$ cat config.mk
export PLATFORM = sky130hd
export DESIGN_NAME = vu_frame_parser
export DESIGN_NICKNAME = d
export VERILOG_FILES = /design/src/rtl/vu_frame_parser.sv
export SDC_FILE = /design/constraint.sdc
export NUM_CORES = 1
export LEC_CHECK = 0
export BUFFER_PORTS_ARGS = -buffer_cell sky130_fd_sc_hd__buf_2
export CELL_PAD_IN_SITES_DETAIL_PLACEMENT = 1
export CELL_PAD_IN_SITES_GLOBAL_PLACEMENT = 2
export CORE_MARGIN = 2
export CORE_UTILIZATION = 36
export CTS_CLUSTER_DIAMETER = 30
export CTS_CLUSTER_SIZE = 12
export DETAILED_ROUTE_END_ITERATION = 8
export PLACE_DENSITY = 0.76
export REMOVE_ABC_BUFFERS = 1
export SLEW_MARGIN = 15
export SYNTH_ARGS = -nofsm -noshare
export SYNTH_HDL_FRONTEND = slang
export SYNTH_SLANG_ARGS = --single-unit
$ cat constraint.sdc
create_clock -name i_clk -period 1.9 [get_ports i_clk]
set_clock_uncertainty 0.05 [all_clocks]
set_input_delay 0.285 -clock i_clk [delete_from_list [all_inputs] [get_ports i_clk]]
set_output_delay 0.285 -clock i_clk [all_outputs]
set_load 0.005 [all_outputs]
$ cat src/rtl/vu_frame_parser.sv
// VU meter frame parser: pulls 4-byte frames (sync, left, right, checksum)
// out of a UART byte stream. It publishes the left/right levels only when the
// checksum matches, and drops partial frames that stall for too long.
module vu_frame_parser #(
  parameter logic [7:0] SYNC_BYTE    = 8'hA5,
  parameter int         TIMEOUT_CLKS = 48000
) (
  input  logic       i_clk,
  input  logic       i_rst,
  input  logic [7:0] i_data,
  input  logic       i_dv,
  output logic [7:0] o_level_l,
  output logic [7:0] o_level_r,
  output logic       o_update,
  output logic       o_err
);

  // One extra bit so the counter cannot wrap before it reaches the terminal count.
  localparam int                CNT_W    = $clog2(TIMEOUT_CLKS) + 1;
  localparam logic [CNT_W-1:0]  CNT_LAST = CNT_W'(TIMEOUT_CLKS - 1);
  localparam logic [CNT_W-1:0]  CNT_ONE  = CNT_W'(1);

  typedef enum logic [1:0] {
    WAIT_SYNC = 2'd0,
    GET_L     = 2'd1,
    GET_R     = 2'd2,
    GET_CHK   = 2'd3
  } state_t;

  state_t           state;
  state_t           state_nxt;
  logic             dv_q;
  logic             strobe;
  logic             timeout_hit;
  logic [CNT_W-1:0] timeout_cnt;
  logic [CNT_W-1:0] cnt_nxt;
  logic [7:0]       l_tmp;
  logic [7:0]       l_tmp_nxt;
  logic [7:0]       r_tmp;
  logic [7:0]       r_tmp_nxt;
  logic [7:0]       level_l_nxt;
  logic [7:0]       level_r_nxt;
  logic             update_nxt;
  logic             err_nxt;

  // The receiver's valid line idles high, so a new byte is its rising edge.
  assign strobe = i_dv & ~dv_q;

  // Next-state, temporaries, idle timeout and output pulses for the parser.
  always_comb begin
    state_nxt   = state;
    l_tmp_nxt   = l_tmp;
    r_tmp_nxt   = r_tmp;
    level_l_nxt = o_level_l;
    level_r_nxt = o_level_r;
    update_nxt  = 1'b0;
    err_nxt     = 1'b0;
    cnt_nxt     = timeout_cnt + CNT_ONE;
    timeout_hit = 1'b0;

    if (state == WAIT_SYNC || strobe) begin
      cnt_nxt = '0;
    end

    // A byte arriving in the last allowed cycle still counts as on time.
    if (state != WAIT_SYNC && !strobe && timeout_cnt == CNT_LAST) begin
      timeout_hit = 1'b1;
      err_nxt     = 1'b1;
      cnt_nxt     = '0;
      state_nxt   = WAIT_SYNC;
    end else if (strobe) begin
      case (state)
        WAIT_SYNC: begin
          if (i_data == SYNC_BYTE) begin
            state_nxt = GET_L;
          end
        end
        GET_L: begin
          l_tmp_nxt = i_data;
          state_nxt = GET_R;
        end
        GET_R: begin
          r_tmp_nxt = i_data;
          state_nxt = GET_CHK;
        end
        GET_CHK: begin
          if (i_data == (l_tmp ^ r_tmp)) begin
            level_l_nxt = l_tmp;
            level_r_nxt = r_tmp;
            update_nxt  = 1'b1;
          end else begin
            err_nxt = 1'b1;
          end
          state_nxt = WAIT_SYNC;
        end
        default: begin
          state_nxt = WAIT_SYNC;
        end
      endcase
    end
  end

  // Register everything; dv_q comes out of reset high so an idle-high line gives no strobe.
  always_ff @(posedge i_clk) begin
    if (i_rst) begin
      state       <= WAIT_SYNC;
      dv_q        <= 1'b1;
      timeout_cnt <= '0;
      l_tmp       <= 8'h00;
      r_tmp       <= 8'h00;
      o_level_l   <= 8'h00;
      o_level_r   <= 8'h00;
      o_update    <= 1'b0;
      o_err       <= 1'b0;
    end else begin
      state       <= state_nxt;
      dv_q        <= i_dv;
      timeout_cnt <= cnt_nxt;
      l_tmp       <= l_tmp_nxt;
      r_tmp       <= r_tmp_nxt;
      o_level_l   <= level_l_nxt;
      o_level_r   <= level_r_nxt;
      o_update    <= update_nxt;
      o_err       <= err_nxt;
    end
  end

endmodule

==> impl_results.md <==
- Clock sinks: 54
- Path type of the worst min-delay path: input port to register
- CTS clock-pin slew for the worst setup and hold paths: 90 ps
- Routed WL: 5447 microns
- Worst VDD drop: 0.3222 mV
- Worst setup SP type: register
- Die area: 7765 sq um
- Vias post-DR: 1945
- Final setup fails: 0
- Row cnt: 30
- Die X-Extent: 88.12 microns
- Hpwl dp: 3934 microns
- Max-slew headroom: 65.14%
- First-pass GRT wire length: 9018 microns
- Post-CTS Setup Inserts: 0
- DRT Pass-1 Iters: 4
- Die Height: 88.12 microns
- Number of antenna violations at the first check in global routing: 0
- Status: finished clean
- Slew Viols, Final: 0
- Synth cell count leaders: dfxtp_1, nand2b_1, a21oi_1, nand2_1, nand3_1
- Share of cells above drive strength 1: 20.34%
- Final Hold Viols: 0
- Port bufs: 28
- Remaining DRCs: 0
- Pleak: 1.047 nW
- Post-CTS Resized: 0
- Largest buffer count on any clock path: 2
- Required time of the critical path: 2050 ps
- Util after Layout: 43.02%
- Cell variety after synth: 39
- Crit path capture type: register
- Power density over the cells: 680.7 nW/um^2
- Avg Vias per Cell: 4.974
- Prevailing post-synth register cell: dfxtp_1
- Nets: 311
- Ys Warns: 0
- Period minus WS final: 1759 ps
- H-tree depth: 2
- Final period utilization: 92.58%
- Synth Instances: 266
- Syn_area_per_cell: 9.577 sq um
- Hold Buf Count CTS: 0
- Maximum capacitance violations: 0
- Starting Density: 37.29%
- Clk root buf: clkbuf_8
- Flops & latches, synth: 54
- N_diodes: 0
- Power Total: 2.001 mW
- Area grow syn2layout: 15.37%
- Vias in the first global route: 1829
- Final WS setup: 141.0 ps
- Worst skew pair latency: 310 ps
- Num CTS Buffers: 5
- Type of the worst setup path: register to register
- Top-count cell post-synth: dfxtp_1
- Wirelength per Cell: 13.93 microns
- RSZ-0062 raised after global routing: no
- DRT antenna net count: 0
- Largest net degree at the start of global routing: 35
- Yosys top cell area share: 42.44%
- WP data arrival: 1910 ps
- Global route overflow: 0
- Fmax: 568.5 MHz
- CTS tree: built
- Worst slew pin tran: 516.2 ps
- Final GP Congestion: 0.7715
- Cell accounting for the most synthesized area: dfxtp_1
- Worst-path maximum fanout: 12
- Sequential area share after synthesis: 42.44%
- Post-synth EDFFs: 0
- Initial DRC Count: 45
- Async SR Flop Fraction: 0%
- Mapped Area: 2547 sq um
- I/O pin total: 29
- Core footprint: 6832 sq um
- Pre-CTS WS: 119.8 ps
- Top cells by area in the synthesized netlist: dfxtp_1, nand2b_1, xnor3_1, mux2i_1, a21oi_1
- Global router's overall resource usage: 14.88%
- Layout fillers: 811
-- worst max-delay path, cell delays in order, from the launching register on --
cell,delay [ps]
dfxtp_1,420
or4b_1,470
nor3_2,230
a2111o_2,270
buf_12,160
nor2_1,50
-- final timing paths --
| check | from | end | slack (ps) | depth (start not counted) |
|---|---|---|---|---|
| max reg2reg | timeout_cnt[6] | timeout_cnt[3] | 140 | 5 |
| min reg2reg | timeout_cnt[0] | timeout_cnt[0] | 400 | 1 |
| max | timeout_cnt[6] | timeout_cnt[3] | 140 | 5 |
| min | i_dv | dv_q | 130 | 2 |
-- stage by stage --
stage / instances / hold WS [ps] / TNS (ps) / cell area, sq um
floorplan: 251 / 304.1 / -25280 / 2469
global placement: 384 / 386.2 / 0 / 2826
detailed placement: 384 / 390.0 / 0 / 2826
CTS: 391 / 125.0 / 0 / 2939
global route: 391 / 124.2 / 0 / 2939
finish: 391 / 128.9 / 0 / 2939
-- report_power, final --
part / total [mW] / internal [mW] / switching, mW / leakage, nW
Combinational: 0.0824 / 0.0413 / 0.0411 / 0.554
Clock: 0.786 / 0.422 / 0.364 / 0.0573
Sequential: 1.13 / 1.13 / 0.000264 / 0.435
-- layout by cell type, fill, tap and decap left out, types with 2 or more instances in the layout --
| cell | n |
|---|---|
| mux2i_1 | 16 |
| nand4_1 | 6 |
| nor3_2 | 2 |
| buf_12 | 2 |
| buf_4 | 7 |
| clkbuf_8 | 6 |
| nand2b_1 | 32 |
| inv_1 | 4 |
| nor2_1 | 3 |
| and2_1 | 2 |
| nand3_1 | 24 |
| xnor3_1 | 8 |
| ha_1 | 5 |
| xnor2_1 | 2 |
| dfxtp_1 | 54 |
| a21oi_1 | 24 |
| xor2_1 | 8 |
| or4_1 | 4 |
| nor3b_1 | 2 |
| buf_2 | 28 |
| nand2_1 | 24 |
| and3_1 | 2 |
| nor2_2 | 10 |
| o31ai_1 | 4 |
-- kinds of logic after synthesis --
| family | synth area share, % |
|---|---|
| AND/OR/NAND/NOR | 26.87 |
| flip-flops | 42.44 |
| AO/OA/AOI/OAI | 7.761 |
| buffers and inverters | 3.683 |
| XOR/XNOR | 10.51 |
| multiplexers | 6.287 |
| adder cells (fa/ha/maj) | 2.456 |
-- state kept, by name (all words and copies together), names as in the netlist --
register	count
timeout_cnt	17
l_tmp	8
o_level_l	8
o_level_r	8
r_tmp	8
state	2
dv_q	1
o_err	1
o_update	1
-- area by class of cell --
class	count	area [sq um]	share of cell area (%)
multi-input cells	193	1378	46.87
clock buffers	6	82.58	2.810
clock inverters	1	30.03	1.022
flip-flops and latches	54	1081	36.78
inverters	4	15.01	0.5109
well taps	96	120.1	4.087
repair buffers	37	232.7	7.918
-- per-layer routing --
metal / track usage (%) / part of all wire, %
met1: 19.78 / 47
met2: 24.66 / 49
met3: 3.110 / 3.5
met4: 4.132 / 1.0
met5: 0 / 0
Power figures use the tool's default switching activity.
